**config.mk**
```make
export PLATFORM = sky130hd
export DESIGN_NAME = mips_cpu_bus_arbiter
export DESIGN_NICKNAME = d
export VERILOG_FILES = /design/src/rtl/mips_cpu_bus_arbiter.sv
export SDC_FILE = /design/constraint.sdc
export NUM_CORES = 1
export LEC_CHECK = 0
export CAP_MARGIN = 20
export CORE_AREA = 2 2 106 108
export CTS_CLUSTER_DIAMETER = 100
export DETAILED_ROUTE_END_ITERATION = 7
export DIE_AREA = 0 0 108 110
export HOLD_SLACK_MARGIN = 0.12
export PLACE_DENSITY = 0.68
export SYNTH_ARGS = -nofsm -noshare
export SYNTH_HDL_FRONTEND = slang
export SYNTH_SLANG_ARGS = --single-unit
```
**constraint.sdc**
```tcl
create_clock -name clk -period 4.05 [get_ports clk]
set_clock_uncertainty 0.05 [all_clocks]
set_input_delay 0.81 -clock clk [delete_from_list [all_inputs] [get_ports clk]]
set_output_delay 0.81 -clock clk [all_outputs]
set_load 0.02 [all_outputs]
```
**src/rtl/mips_cpu_bus_arbiter.sv**
```systemverilog
// mips_cpu_bus_arbiter
//   Shares one Avalon-MM memory port between an instruction-fetch master (i_*)
//   and a data master (d_*). Transfers follow the pattern IDLE -> GNT_x -> IDLE,
//   so there is always one idle cycle between transfers. While a grant is
//   active, the owner is wired combinationally through to the memory port.
//
//   Ports:
//     clk, reset        single clock; synchronous active-low reset
//     i_address/i_read  fetch master request; i_waitrequest/i_readdata go back to it
//     d_address/d_read/d_write/d_byteenable/d_writedata
//                       data master request; d_waitrequest/d_readdata go back to it
//     avm_*             shared memory port (avm_waitrequest/avm_readdata are inputs)
//     grant             one-hot owner status: bit0 fetch, bit1 data
//
//   Configuration:
//     MIPS_ARB_ROUND_ROBIN_EN  When defined, simultaneous requests alternate
//                              between the masters. When undefined, the data
//                              master has priority, and a starvation guard
//                              (STARVE_LIMIT) makes sure fetch eventually wins.
module mips_cpu_bus_arbiter #(
  parameter int unsigned STARVE_LIMIT = 4
) (
  input  logic        clk,
  input  logic        reset,
  input  logic [31:0] i_address,
  input  logic        i_read,
  output logic        i_waitrequest,
  output logic [31:0] i_readdata,
  input  logic [31:0] d_address,
  input  logic        d_read,
  input  logic        d_write,
  input  logic [3:0]  d_byteenable,
  input  logic [31:0] d_writedata,
  output logic        d_waitrequest,
  output logic [31:0] d_readdata,
  output logic [31:0] avm_address,
  output logic        avm_read,
  output logic        avm_write,
  output logic [3:0]  avm_byteenable,
  output logic [31:0] avm_writedata,
  input  logic        avm_waitrequest,
  input  logic [31:0] avm_readdata,
  output logic [1:0]  grant
);

  typedef enum logic [1:0] {IDLE, GNT_I, GNT_D} state_e;

  state_e state_q, state_d;
  logic   i_req, d_req;

  assign i_req = i_read;
  assign d_req = d_read | d_write;

`ifdef MIPS_ARB_ROUND_ROBIN_EN
  // 0 = fetch was granted last, 1 = data was granted last
  logic rr_last_q, rr_last_d;
`else
  localparam int unsigned CW = (STARVE_LIMIT > 0) ? $clog2(STARVE_LIMIT + 1) : 1;
  localparam logic [CW-1:0] LIMIT = CW'(STARVE_LIMIT);
  logic [CW-1:0] starve_cnt_q, starve_cnt_d;
`endif

  always_ff @(posedge clk) begin
    if (!reset) begin
      state_q <= IDLE;
`ifdef MIPS_ARB_ROUND_ROBIN_EN
      rr_last_q <= 1'b0;
`else
      starve_cnt_q <= '0;
`endif
    end else begin
      state_q <= state_d;
`ifdef MIPS_ARB_ROUND_ROBIN_EN
      rr_last_q <= rr_last_d;
`else
      starve_cnt_q <= starve_cnt_d;
`endif
    end
  end

  // Next-state logic and grant bookkeeping
  always_comb begin
    state_d = state_q;
`ifdef MIPS_ARB_ROUND_ROBIN_EN
    rr_last_d = rr_last_q;
`else
    starve_cnt_d = starve_cnt_q;
`endif
    case (state_q)
      IDLE: begin
        if (i_req && d_req) begin
`ifdef MIPS_ARB_ROUND_ROBIN_EN
          state_d = rr_last_q ? GNT_I : GNT_D;
`else
          state_d = (starve_cnt_q == LIMIT) ? GNT_I : GNT_D;
`endif
        end else if (i_req) begin
          state_d = GNT_I;
        end else if (d_req) begin
          state_d = GNT_D;
        end
      end
      // Completion or an abandoned request both end the grant
      GNT_I: if (!i_req || !avm_waitrequest) state_d = IDLE;
      GNT_D: if (!d_req || !avm_waitrequest) state_d = IDLE;
      default: state_d = IDLE;
    endcase

    if (state_q == IDLE && state_d == GNT_I) begin
`ifdef MIPS_ARB_ROUND_ROBIN_EN
      rr_last_d = 1'b0;
`else
      starve_cnt_d = '0;
`endif
    end else if (state_q == IDLE && state_d == GNT_D) begin
`ifdef MIPS_ARB_ROUND_ROBIN_EN
      rr_last_d = 1'b1;
`else
      // Count data grants that overtook a waiting fetch, saturating at the limit
      if (i_read && starve_cnt_q != LIMIT) starve_cnt_d = starve_cnt_q + CW'(1);
`endif
    end
  end

  // Memory port mux: the owner is passed straight through
  always_comb begin
    avm_address    = '0;
    avm_read       = 1'b0;
    avm_write      = 1'b0;
    avm_byteenable = '0;
    avm_writedata  = '0;
    grant          = 2'b00;
    i_waitrequest  = 1'b1;
    d_waitrequest  = 1'b1;
    case (state_q)
      GNT_I: begin
        avm_address    = i_address;
        avm_read       = i_read;
        avm_byteenable = '1;
        grant          = 2'b01;
        i_waitrequest  = avm_waitrequest;
      end
      GNT_D: begin
        avm_address    = d_address;
        // A simultaneous read+write request is treated as a write
        avm_read       = d_read & ~d_write;
        avm_write      = d_write;
        avm_byteenable = d_byteenable;
        avm_writedata  = d_writedata;
        grant          = 2'b10;
        d_waitrequest  = avm_waitrequest;
      end
      default: ;
    endcase
  end

  assign i_readdata = avm_readdata;
  assign d_readdata = avm_readdata;

endmodule

```
== Word level (Yosys, flattened, before mapping) ==
Index checks and enable logic that the tools add are counted.
Word-level totals
  RAM bits: 0
  logic and storage cells: 40
  bits in read-only memories: 0
  bits in registers: 5
  memories kept: 0
  output and inout bits: 138
  latch bits: 0
Cells by class
  equality and inequality tests: 6
  bitwise logic cells: 4
  div/mod/pow operators: 0
  muxes and demuxes: 15
  reductions and logical operators: 12
  $lt $le $gt $ge: 0
  multipliers: 0
  shift operators: 0
  add/subtract/negate cells: 1
Operators with widths (number)
  $pmux W32 S2: 1
  $mux W32: 1
  $mux W2: 6
  $pmux W4 S2: 1
  $pmux W2 S3: 1
  $eq A2 B1 Y1 const B: 2
  $eq A2 B2 Y1 const B: 2
  $logic_and A1 B1 Y1: 4
  $pmux W2 S2: 1
  $add A3 B1 Y3 const B: 1
  $eq A3 B3 Y1 const B: 1
  $logic_not A1 Y1: 3
  $mux W1: 3
  $ne A3 B3 Y1 const B: 1
  $logic_not A2 Y1: 1
  $logic_or A1 B1 Y1: 2
  $not A1 Y1: 2
  $pmux W1 S2: 1
  $reduce_and A2 Y1: 1
  $reduce_or A2 Y1: 1
  $and A1 B1 Y1: 1
  $or A1 B1 Y1: 1

== Logic depth before layout (Yosys ltp) ==
Gate-level depths: netlist of the first run.
  depth after elaboration: 8
  gate-level depth with buffers: 8
  gate-level depth less buffers: 7

== Worst setup path before layout of the first run ==
OpenSTA, ideal clock, no wires.
  path kind: register to output
  from: reg state_q[0]
  to: out avm_address[12]
  path buffers: 2
  setup slack: 1415 ps
  cell stages (with the launch flop): 6
  data arrival time: 1775 ps
  cells stage by stage: dfxtp_1 -> ha_1 -> clkbuf_1 -> clkbuf_1 -> a22oi_1 -> nor2b_1
On the way
  cells in the longest elaborated chain, start to end: 2
  elaborated cells on any way between the ends: 3
  those cells by class: 2 x eq/ne; 1 x mux
RTL lines
  from (decl): line 48  | state_e state_q, state_d;
  from (signal assigned): line 72  | state_q <= state_d;
  $eq A2 B2 Y1 / $eq A2 B1 Y1 (equally long branches): line 135  | case (state_q)
  $pmux W32 S2 (*): line 135
  to (decl): line 36  | output logic [31:0] avm_address,
Every way passes the cells marked *; elsewhere a longest branch is shown, timed or not.

== Final worst setup path of the first run ==
  from: reg state_q[1]
  to: out avm_address[14]
The elaborated chain is that of the path after synthesis.

==> flow_summary.yaml, run 1 <==
clocking:
  cts-resized-gates: 0
  cts-buffers-inserted: 3
  clock_sink_count: 5
  postCtsHoldBufs: 0
  root_buffer: "clkbuf_8"
  cts_tree: "yes"
  clk_path_buf_depth: 2
  htree_levels: 1
  clk_pin_slew_ps: 40
  cts_setup_buffers: 0
  clkLatencyLatePin_ps: 220
pwr:
  p_int_mw: 0.340
  p_switching_mw: 0.198
  combPwrFrac: 0.717
  irDropWorstVdd_mv: 0.123
  power_frac_clock: 0.177
  p_sw_frac: 0.368
  power_mw: 0.538
  seqPwrFrac: 0.107
  power_leakage_nw: 1.07
  power_density_nw_per_um2: 167
setup_path:
  worstSetupPathType: "register to output pin"
  path_cells: "ha_2, buf_12, a22oi_1, nor2b_1, clkdlybuf4s50_1"
  cpPeakStageDelay_ps: 650
  cp-end-kind: "output pin"
  arrival_ps: 2510
  path_max_fanout: 39
  crit_slowest_cell: "ha_2"
  start_kind: "register"
  cp.required_ps: 3190
  path_buf_inv: 2
  critical-path-top-delay-family: "buffers and inverters"
cells_and_area:
  antenna_cells: 0
  fillers: 1136
  multi_input_area_um2: 1070
  seq_area_um2: 100
  final_nets: 492
  drive_above_1_share: 0.0434
  syn_to_final_growth_pct: 87.0
sta:
  timing.setup.tns_ps: 0
  tightest_slew_ps: 639
  fmax_mhz: 297
  slew_headroom: 0.574
  finalHoldViolCount: 0
  finalCritPeriodShare: 0.832
  rsz0062_at_grt: "false"
  period_minus_slack_ps: 3370
  setup_viol: 0
  finalMaxSlewViolations: 0
die:
  die_area_um2: 11900
  num_rows: 38
  start_util: 0.162
  die_x_um: 108
  design.portCount: 276
  chipHeight_um: 110
  core_area_um2: 10700
global_route:
  grt_usage: 0.119
  first_global_vias: 1996
  grt_pass1_wl_mm: 11.0
  grt-ovfl-total: 0
  grt_max_degree: 40
  grt_antenna_before_repair: 2
synthesis:
  synth_top_cell_area_share: 0.278
  yosysMostFrequentCell: "buf_4"
  ys_ff_latch: 5
  synth_cells: 241
  synth_edf_count: 0
  synth.area.top_cells: "buf_4, a22oi_1, nor2b_1"
  ys.flop_type: "dfxtp_1"
  avgSynthCellArea_um2: 7.17
  synth_top_cell_by_area: "buf_4"
  postSynth.asyncResetShare: 0
  ys_seq_area_frac: 0.0579
  syn_nets: 386
  yosysWarnings: 0
  synth.distinct_cells: 33
  synth.cell_area_um2: 1730
  synth_common_cells: "buf_4, nor2b_1, and2_1"
routing:
  via_per_inst: 4.14
  wire_per_inst_um: 16.3
  drt_iter0_markers: 98
  ant_nets: 0
  routed_wl_mm: 7.91
  drc: 0
  vias: 2010
  dr.pass1.iters: 4
status:
  outcome: "complete, no violations"
hold_path:
  hold_path.class: "register to register"
placement:
  portBuffers: 179
  routabilityCongestion: 0.791
  hpwl_mm: 6.73
flow_run:
  drv_cap: 0
state kept, by name, summed over array words and instances (netlist names):
name	flops
starve_cnt_q	3
state_q	2
metal layers:
| layer | share of wire | global-route usage | vias up |
|---|---|---|---|
| li1 | - | - | 960 |
| met4 | 0.0035 | 0.0211 | 4 |
| met1 | 0.35 | 0.120 | 908 |
| met2 | 0.55 | 0.243 | 130 |
| met3 | 0.10 | 0.0353 | 8 |
| met5 | 0.0033 | 0 | - |
worst reg2reg max path, stage by stage, from the launching register on:
cell and delay (ps):
dfxtp_1 440, ha_2 650, o21ai_1 210, a21o_1 280
a221oi_4 330, and2_1 180, o221ai_1 100
metrics by stage:
stage,utilization,hold WS (ps),cells,instance area [µm²],worst slack (ps)
after global routing,0.302,558,486,3230,491
after floorplan,-,469,241,1730,1420
after CTS,0.302,533,486,3230,651
after global placement,0.298,480,482,3190,763
final,0.302,535,486,3230,682
after detailed placement,0.298,530,482,3190,749
power by group through the flow:
stage          logic (mW)  registers [mW]  clock network, mW
2_1_floorplan       0.266          0.0570                  0
4_1_cts             0.390          0.0574             0.0967
6_report            0.386          0.0575             0.0950
3_3_place_gp        0.383          0.0579                  0
3_5_place_dp        0.389          0.0582                  0
5_1_grt             0.414          0.0581              0.100
path summary, 6_finish.rpt:
| check | start | slack [ps] | end | cells past startpoint |
|---|---|---|---|---|
| max reg2reg | state_q[1] | 1680 | starve_cnt_q[2] | 6 |
| min reg2reg | starve_cnt_q[0] | 530 | starve_cnt_q[0] | 2 |
| max | state_q[1] | 680 | avm_address[14] | 5 |
| min | starve_cnt_q[0] | 530 | starve_cnt_q[0] | 2 |
final cells by class:
cell class,count,area share
inverters,5,0.00581
clock buffers,4,0.0139
well taps,140,0.0542
flip-flops and latches,5,0.0310
multi-input cells,150,0.330
repair buffers,182,0.565
cells by family (layout without fill, tap and decap cells):
family | after synthesis | in the layout | synth area share
flip-flops | 5 | 5 | 0.0579
AND/OR/NAND/NOR | 93 | 93 | 0.326
AO/OA/AOI/OAI | 50 | 50 | 0.239
adder cells (fa/ha/maj) | 7 | 7 | 0.0507
buffers and inverters | 86 | 191 | 0.327
layout by cell type (no fill, tap or decap), types with 2 or more instances in the layout:
| master | instances |
|---|---|
| a21oi_1 | 5 |
| a22oi_1 | 32 |
| and2_1 | 34 |
| buf_4 | 2 |
| clkbuf_8 | 3 |
| clkdlybuf4s50_1 | 179 |
| dfxtp_1 | 5 |
| ha_1 | 6 |
| inv_1 | 4 |
| nand2_1 | 7 |
| nand2b_1 | 3 |
| nand3_1 | 3 |
| nand4_1 | 3 |
| nor2b_1 | 37 |
| o221ai_1 | 3 |
(Power assumes the default switching activity.)
==> run 2: changes to the inputs <==
Settings changed: PLACE_DENSITY 0.68 to 0.7.
Clock period 4.05 ns to 2.9 ns, I/O delays scaled along.
==> flow_summary.yaml, run 2 (synthesis results as in run 1) <==
status:
  outcome: "complete, no violations"
setup_path:
  cp.required_ps: 2270
  path_max_fanout: 32
  critical-path-top-delay-family: "buffers and inverters"
  cpPeakStageDelay_ps: 620
  arrival_ps: 2160
  cp-end-kind: "output pin"
  rrSetupSlack_ps: 890
  path_buf_inv: 2
  worstSetupPathType: "register to output pin"
  crit_slowest_cell: "clkdlybuf4s50_1"
  start_kind: "register"
  path_cells: "ha_2, buf_12, a22oi_1, nor2b_1, clkdlybuf4s50_1"
routing:
  drc: 0
  drt_iter0_markers: 94
  via_per_inst: 4.13
  vias: 2025
  wire_per_inst_um: 13.9
  ant_nets: 0
  routed_wl_mm: 6.79
  dr.pass1.iters: 4
cells_and_area:
  final_area_um2: 3270
  largest_register: "starve_cnt_q"
  syn_to_final_growth_pct: 89.0
  mostFrequentLayoutCells: "clkdlybuf4s50_1, nor2b_1, and2_1"
  antenna_cells: 0
  multi_input_area_um2: 1070
  reg_top3: "starve_cnt_q x3, state_q x2"
  fillers: 1124
  layout.cells.non_filler: 490
  final_nets: 496
  drive_above_1_share: 0.0543
  seq_area_um2: 100
  largest_register_ffs: 3
  final_common_cell: "clkdlybuf4s50_1"
  utilization: 0.305
die:
  die_x_um: 108
  chipHeight_um: 110
  die_area_um2: 11900
  num_rows: 38
  start_util: 0.162
  core_area_um2: 10700
  design.portCount: 276
clocking:
  postCtsHoldBufs: 0
  clk_path_buf_depth: 2
  root_buffer: "clkbuf_8"
  cts_tree: "yes"
  clk_pin_slew_ps: 40
  clock_sink_count: 5
  cts-buffers-inserted: 3
  clkLatencyLatePin_ps: 230
  htree_levels: 1
placement:
  hpwl_mm: 5.67
  placed_cells: 486
  routabilityCongestion: 0.876
  dpl-instance-area_um2: 3220
  portBuffers: 179
  pre_cts_slack_ps: 209
global_route:
  grt_usage: 0.0983
  grt_use_met2: 0.198
  grtUsageMet1: 0.102
  grt_antenna_before_repair: 0
  first_global_vias: 1996
  grt-busiest-layer: "met2"
  grt_max_degree: 38
  grt-ovfl-total: 0
  met3_usage: 0.0176
  grt_pass1_wl_mm: 9.58
hold_path:
  hold_path.class: "register to register"
sta:
  fmax_mhz: 358
  holdWs_ps: 495
  finalHoldViolCount: 0
  rsz0062_at_grt: "true"
  tightest_slew_ps: 457
  timing.setup.tns_ps: 0
  setup_viol: 0
  period_minus_slack_ps: 2790
  slew_headroom: 0.694
  setup_ws_ps: 110
  finalCritPeriodShare: 0.962
  finalMaxSlewViolations: 0
flow_run:
  drv_cap: 0
pwr:
  irDropWorstVdd_mv: 0.263
  power_density_nw_per_um2: 230
  power_leakage_nw: 1.09
  power_mw: 0.751
## run 2: cell types whose count changed in the layout (fill, tap and decap cells not counted), sizes merged
cell  change
buf       +4
## run 2: path summary, 6_finish.rpt
| path | from | to | cells after the start |
|---|---|---|---|
| setup reg to reg | state_q[1] | starve_cnt_q[2] | 8 |
| hold reg to reg | starve_cnt_q[0] | starve_cnt_q[0] | 2 |
| hold / removal | starve_cnt_q[0] | starve_cnt_q[0] | 2 |
| setup / recovery | state_q[1] | avm_address[0] | 5 |
## run 2: worst register-to-register path, stage by stage (launching register included)
cell	delay, ps
dfxtp_1	440
inv_1	100
ha_1	210
buf_4	170
nand2_1	100
nand2_1	100
a32oi_4	360
nand2b_2	220
o221ai_1	130
## run 2: repair_timing
item / in CTS / in global routing
endpoints found under the setup margin: 0 / 8
setup buffers: 0 / 0
gates resized for setup: 0 / 1
## run 2: layer usage
metal  wire length (µm)  part of all wire  vias up
met5                  0                 0        -
met3                644             0.095       11
met2               3720              0.55      142
li1                   -                 -      972
met4                118             0.017        0
met1               2310              0.34      900
## run 2: cell type report
class,instances,area share
Clock buffer,4,0.0138
Multi-Input combinational cell,150,0.326
Timing Repair Buffer,186,0.570
Sequential cell,5,0.0307
Inverter,5,0.00575
Tap cell,140,0.0536
## run 2: report_power, final
group	switching (mW)	internal [mW]
combinational	0.226	0.311
sequential	0.00621	0.0737
clock	0.0389	0.0948
